==> config.mk <==
export PLATFORM = sky130hd
export DESIGN_NAME = count_sequencer
export DESIGN_NICKNAME = d
export VERILOG_FILES = /design/src/rtl/count_sequencer_pkg.sv /design/src/rtl/count_sequencer.sv
export SDC_FILE = /design/constraint.sdc
export NUM_CORES = 1
export LEC_CHECK = 0
export CORE_UTILIZATION = 42
export DETAILED_ROUTE_END_ITERATION = 8
export PLACE_DENSITY = 0.86
export SLEW_MARGIN = 20
export SYNTH_ARGS = -nofsm -noshare
export SYNTH_HDL_FRONTEND = slang
export SYNTH_SLANG_ARGS = --single-unit
==> constraint.sdc <==
create_clock -name clk -period 1.9 [get_ports clk]
set_input_delay 0.38 -clock clk [delete_from_list [all_inputs] [get_ports clk]]
set_output_delay 0.38 -clock clk [all_outputs]
set_load 0.005 [all_outputs]
==> src/rtl/count_sequencer_pkg.sv <==
// Shared types and default widths for the count sequencer and its counter.
package count_sequencer_pkg;

  localparam int N_DEF = 6;
  localparam int R_DEF = 4;

  typedef enum logic [1:0] {
    IDLE  = 2'd0,
    LOAD  = 2'd1,
    COUNT = 2'd2,
    DONE  = 2'd3
  } state_e;

endpackage

==> src/rtl/count_sequencer.sv <==
// Sequences a loadable up-counter through start_value..bound for a number of rounds,
// with pause, abort and one-cycle done/aborted pulses.
//
// state | meaning
// IDLE  | waiting for start; latched values held
// LOAD  | counter parallel-load strobe for one cycle
// COUNT | incrementing until W reaches the latched bound
// DONE  | one-cycle completion pulse, then back to IDLE
module count_sequencer
  import count_sequencer_pkg::*;
#(
  parameter int N = N_DEF,
  parameter int R = R_DEF
) (
  input  logic         clk,
  input  logic         reset,
  input  logic         start,
  input  logic         pause,
  input  logic         abort,
  input  logic [N-1:0] start_value,
  input  logic [N-1:0] bound,
  input  logic [R-1:0] rounds,
  input  logic         co,
  input  logic [N-1:0] W,
  output logic         load,
  output logic         en,
  output logic [N-1:0] par_load,
  output logic [N-1:0] upper_bound,
  output logic         busy,
  output logic         done,
  output logic         aborted,
  output logic [R-1:0] round_idx
);

  state_e       state_q, state_d;
  logic [N-1:0] par_load_q, par_load_d;
  logic [N-1:0] upper_bound_q, upper_bound_d;
  logic [R-1:0] rounds_q, rounds_d;
  logic [R-1:0] round_idx_q, round_idx_d;
  logic         aborted_q, aborted_d;

  logic abort_take;
  logic round_done;
  logic last_round;

  assign abort_take = abort & (state_q != IDLE);
  // co is trusted only when the counter value agrees with our latched bound.
  assign round_done = (state_q == COUNT) & co & (W == upper_bound_q);
  assign last_round = (round_idx_q == rounds_q - R'(1));

  always_comb begin
    state_d       = state_q;
    par_load_d    = par_load_q;
    upper_bound_d = upper_bound_q;
    rounds_d      = rounds_q;
    round_idx_d   = round_idx_q;
    aborted_d     = 1'b0;
    if (abort_take) begin
      state_d   = IDLE;
      aborted_d = 1'b1;
    end else begin
      case (state_q)
        IDLE: begin
          if (start) begin
            round_idx_d = '0;
            if (rounds != '0) begin
              par_load_d    = start_value;
              upper_bound_d = bound;
              rounds_d      = rounds;
              state_d       = LOAD;
            end else begin
              state_d = DONE;
            end
          end
        end
        LOAD:  state_d = COUNT;
        COUNT: begin
          if (round_done) begin
            if (last_round) begin
              state_d = DONE;
            end else begin
              round_idx_d = round_idx_q + R'(1);
              state_d     = LOAD;
            end
          end
        end
        DONE:    state_d = IDLE;
        default: state_d = IDLE;
      endcase
    end
  end

  always_ff @(posedge clk) begin
    if (reset) begin
      state_q       <= IDLE;
      par_load_q    <= '0;
      upper_bound_q <= '0;
      rounds_q      <= '0;
      round_idx_q   <= '0;
      aborted_q     <= 1'b0;
    end else begin
      state_q       <= state_d;
      par_load_q    <= par_load_d;
      upper_bound_q <= upper_bound_d;
      rounds_q      <= rounds_d;
      round_idx_q   <= round_idx_d;
      aborted_q     <= aborted_d;
    end
  end

  // Strobes react in the same cycle so an abort or terminal count stops the counter at once.
  assign load        = (state_q == LOAD) & ~abort_take & ~reset;
  assign en          = (state_q == COUNT) & ~pause & ~round_done & ~abort_take & ~reset;
  assign done        = (state_q == DONE) & ~abort_take & ~reset;
  assign busy        = (state_q != IDLE);
  assign aborted     = aborted_q;
  assign par_load    = par_load_q;
  assign upper_bound = upper_bound_q;
  assign round_idx   = round_idx_q;

endmodule

* Yosys cells after proc, flatten, opt, wreduce, memory -nomap -nowiden
Cells that the tools add are included.
** Word-level totals
- Output and inout bits :: 21
- Register bits after elaboration :: 23
** Cells by class
- Mux-type cells :: 10
- Bitwise gates (word level) :: 15
- Add/subtract/negate cells :: 2
- Reductions and logical operators :: 8
- Eq/ne operators :: 8
** Operators by type and width (count)
- 4-bit two-way mux :: 3
- 1-bit AND :: 11
- 2-bit two-way mux :: 4
- 2-bit case mux with 4 select lines :: 1
- 4-bit case mux with 2 select lines :: 1
- 6-bit equality test :: 1
- 2-bit != test, second input constant :: 3
- 5-bit AND reduction :: 1
- 4-bit by 1-bit adder with 4-bit output, second input constant :: 1
- 2-bit equality test, second input constant :: 2
- 4-bit equality test :: 1
- 1-bit inverter :: 4
- 4-bit AND reduction :: 1
- 2-bit nonzero test :: 2
- 4-bit nonzero test :: 1
- 4-bit by 1-bit subtractor with 4-bit output, second input constant :: 1
- 2-bit by 1-bit equality test with 1-bit output, second input constant :: 1
- 2-bit zero test :: 1
- 2-bit AND reduction :: 1
- 2-bit OR reduction :: 1
- 1-bit two-way mux :: 1

* Logic depth before layout (Yosys ltp)
- Word-level depth :: 7
- Depth in mapped cells :: 7

* Worst setup path before layout
Ideal clock, no wire load.
- Kind :: input port to output port
- Start point :: input port W[0]
- End point :: output port en
- Setup slack :: 0.250 ns
- Cell stages on the path :: 5
- Buffers on the path :: 0
- Arrival time :: 1.270 ns
- Path through :: xnor2_1 > nand3_1 > nor4b_1 > or4_1 > nor2_1
** On the way
- Word-level cells in the longest chain between the ends :: 6
** RTL lines
- start: declaration :: RTL line count_sequencer.sv:24 : input logic [N-1:0] W,
- 6-bit equality test :: RTL line count_sequencer.sv:48 : assign round_done = (state_q == COUNT) & co & (W == upper_bound_q);
- 1-bit AND :: RTL line count_sequencer.sv:48
- 1-bit inverter :: RTL line count_sequencer.sv:113 : assign en = (state_q == COUNT) & ~pause & ~round_done & ~abort_take & ~reset;
- 1-bit AND (3 in a row) :: RTL line count_sequencer.sv:113
- end: declaration :: RTL line count_sequencer.sv:26 : output logic en,
No other way between the ends.

* Worst setup path in the final report
- Start point :: register upper_bound_q[0] (netlist: upper_bound[0])
- End point :: output port en
** On the way
- Word-level cells in the longest chain between the ends :: 6
** RTL lines
- start: declaration :: RTL line count_sequencer.sv:37 : logic [N-1:0] upper_bound_q, upper_bound_d;
- start signal: assignment :: RTL line count_sequencer.sv:104 : upper_bound_q <= upper_bound_d;
- 6-bit equality test :: RTL line count_sequencer.sv:48
- 1-bit AND :: RTL line count_sequencer.sv:48
- 1-bit inverter :: RTL line count_sequencer.sv:113
- 1-bit AND (3 in a row) :: RTL line count_sequencer.sv:113
No other way between the ends.

==> results <==
==> path summary, 6_finish.rpt <==
kind | startpoint | to | slack (ps) | cells after the start
setup / recovery | upper_bound[0] | en | -140 | 6
hold / removal | par_load[2] | par_load[2] | 470 | 2
setup reg to reg | upper_bound[2] | round_idx[0] | 120 | 7
hold reg to reg | par_load[2] | par_load[2] | 470 | 2
==> cells in the final DEF (no fill, tap or decap), types with 4 or more instances in the layout <==
| cell | instances |
|---|---|
| clkdlybuf4s50_1 | 38 |
| nand2_1 | 29 |
| buf_4 | 26 |
| dfxtp_1 | 21 |
| a21oi_1 | 13 |
| nor2_1 | 10 |
| xnor2_1 | 8 |
| dlygate4sd2_1 | 7 |
| nand3_1 | 4 |
==> per-stage QoR <==
step           setup WS, ps  total power, mW  setup TNS (ps)
6_report             -142.2            1.089          -142.2
5_1_grt              -259.4            1.149          -263.5
4_1_cts              -149.7            1.092          -149.7
3_5_place_dp         -762.2           0.8482           -2544
3_3_place_gp         -679.7           0.8375           -2067
2_1_floorplan         249.7           0.6824               0
==> sequential cells by signal (all words and copies together), names as in the netlist <==
name,count
aborted,1
upper_bound,6
state_q,2
par_load,6
rounds_q,4
round_idx,4
==> cells in the mapped netlist <==
master	n
or3_2	2
buf_2	1
buf_4	2
nor3_4	1
o21ba_4	1
nand2b_1	3
or3b_2	1
nor2b_1	1
mux2_4	1
ha_1	2
xor2_1	3
nor2_1	10
clkbuf_1	3
a22oi_1	3
nor4_1	1
dfxtp_1	23
nor4b_1	2
nor2_2	1
inv_1	3
and3_1	1
o31ai_1	1
a31oi_4	1
mux2i_1	3
nand4bb_1	1
and2b_2	1
and2_4	1
and4bb_2	1
or4_1	1
nor3b_1	1
o21a_1	1
a21oi_1	13
nand4bb_4	1
nand2_1	29
buf_6	1
nor3_1	2
xnor2_1	9
nand3_1	4
==> kinds of logic (layout without fill, tap and decap cells) <==
group | after synthesis | count (layout)
buf+inv | 10 | 82
flops | 23 | 23
compound gates | 20 | 20
xor+xnor | 12 | 12
mux | 4 | 4
fa+ha+maj | 2 | 2
simple gates | 65 | 65
==> tightest hold or removal path, stage by stage, from the launching register on <==
cell	delay (ps)
dfxtp_1	330
nand2_1	50
a21oi_1	60
==> cell type report <==
| class | count | area (sq um) | area share |
|---|---|---|---|
| clock buffers | 3 | 22.52 | 0.01170 |
| clock inverters | 1 | 7.507 | 0.003901 |
| inverters | 3 | 11.26 | 0.005852 |
| multi-input cells | 103 | 711.9 | 0.3700 |
| flip-flops and latches | 23 | 462.9 | 0.2406 |
| well taps | 30 | 37.54 | 0.01951 |
| repair buffers | 75 | 670.6 | 0.3485 |
==> power by group <==
group | internal [mW] | switching [mW]
sequential | 0.509 | 0.0181
combinational | 0.193 | 0.130
clock | 0.0806 | 0.158
total | 0.783 | 0.306
==> what timing repair did <==
action / 4_1_cts / 5_1_grt
hold buffers: 0 / 0
setup buffers: 4 / 0
pin swaps: 6 / 1
gates resized for setup: 19 / 5
setup endpoints to repair: 3 / 3
==> layer usage <==
layer,vias up,share of wire
li1,600,-
met1,547,0.44
met2,45,0.50
met3,3,0.059
met4,0,0.0082
met5,-,0
==> results.tsv <==
stage	metric	value	unit
cells_and_area	fillerInstances	176	
floorplanning	die_h	55.26	microns
yosys	synth_fp_nets	166	
cells_and_area	design_area	0.001924	sq mm
sta	skew	7.603	ps
yosys	yosysWarnings	0	
floorplanning	coreArea	0.002567	sq mm
sta	slew_violations	0	
yosys	netlist_area	0.001191	sq mm
cells_and_area	postLayoutCoreUtil	0.7495	
sta	fmax	0.4897	GHz
placed_design	port_buffers	48	
run_status	violations	negative setup slack	
placed_design	dpl_cell_area	0.001839	sq mm
cts	insertion_delay	320	ps
drt	ant_nets	0	
sta	setup_viol	1	
grt	grt_use_met3	0.03981	
worst_setup_path	path_delay_family	simple AND/OR/NAND/NOR gates	
yosys	synth_top_area_cell	dfxtp_1	
grt	grt_pass1_vias	1196	
sta	fin_ws	-142.2	ps
floorplanning	ioPinCount	49	
job	drv_cap	0	
grt	grtUsageMet2	0.3563	
sta	period_minus_slack	2042	ps
sta	tightest_slew	513.2	ps
worst_setup_path	max_stage_delay	440	ps
worst_hold_path	hp-class	register to register	
yosys	ys_ff_latch	23	
cts	htreeDepth	1	
placed_design	dpl.cell_count	230	
run_status	status	finished with violations	
grt	grt_overflow	0	
drt	dr.first_iter.drc_count	37	
yosys	synth_top_area_share	0.3866	
worst_setup_path	critPathCaptureType	primary output	
grt	grt_use_total	0.2023	
cells_and_area	n_antenna_cell	0	
cells_and_area	stdcell_count	238	
yosys	synth_mux_area_frac	0.03782	
floorplanning	die_w	55.26	microns
drt	wire_per_inst	12.85	microns
yosys	synth_compound_area_frac	0.1176	
floorplanning	placement_rows	18	
yosys	synthCells	136	
grt	busiest_layer	met2	
cts	cts_made_buffers	3	
yosys	synthTopCellsByArea	dfxtp_1 (39%), nand2_1 (9.1%), xnor2_1 (6.6%), a21oi_1 (5.5%), nor2_1 (3.2%)	
drt	viasPerCell	5.021	
placed_design	gp_congestion	0.8166	
grt	grt_max_degree	15	
power_and_ir_drop	vdd_drop_max	523.7	uV
sta	period_share	1.075	
grt	antenna_found_initial	0	
grt	grt_pass1_wl	5037	microns
yosys	synth_simple_gate_area_share	0.3036	
drt	drc_errors	0	
drt	via_count	1195	
drt	wl	3059	microns
yosys	synth.distinct_cells	37	
floorplanning	dieArea	0.003053	sq mm
cts	clock_path_buffers	2	
worst_setup_path	slowest_stage	or4_1	
drt	drt_first_pass_iters	4	
cts	clk_pin_slew	140	ps
worst_setup_path	start_kind	register	
yosys	synth-seq-area-share	0.3866	
sta	finalHoldViolCount	0	
cts	ctsRootBufferMaster	clkbuf_4	
sta	relSlewSlack	0.6547	
worst_setup_path	cp_num_buf_inv	1	
grt	grt_util_met1	0.2448	
placed_design	dp_hpwl	2309	microns
power_and_ir_drop	powerDensity	566.0	mW/mm^2
sta	rsz0062_at_grt	yes	
floorplanning	initial_core_util	0.4639	
yosys	yosys.area_share.xor_xnor	0.08824	
cts	cts_tree	yes	
worst_setup_path	crit_fanout	2	
worst_setup_path	crit_type	register to primary output	
worst_setup_path	cp_cell_sequence	xnor2_1 -> nand3_1 -> nor4b_1 -> or4_1 -> nor2_1 -> buf_2	
sta	hold_ws	472.3	ps
yosys	avgSynthCellArea	8.758	sq um
yosys	synth_top_family_by_area	simple AND/OR/NAND/NOR gates	
cells_and_area	drive_above_1_share	0.2404	
power_and_ir_drop	leakagePower	0.7977	nW
worst_setup_path	crit_required	1520	ps
cells_and_area	syn_to_final_growth	61.56	%
cts	cts.sink_count	23	
yosys	synth_adder_area_share	0.02101	
worst_setup_path	critPathArrivalTime	1660	ps
cells_and_area	nNetsFinal	239	
No activity file was read; power rests on OpenSTA's default activity.
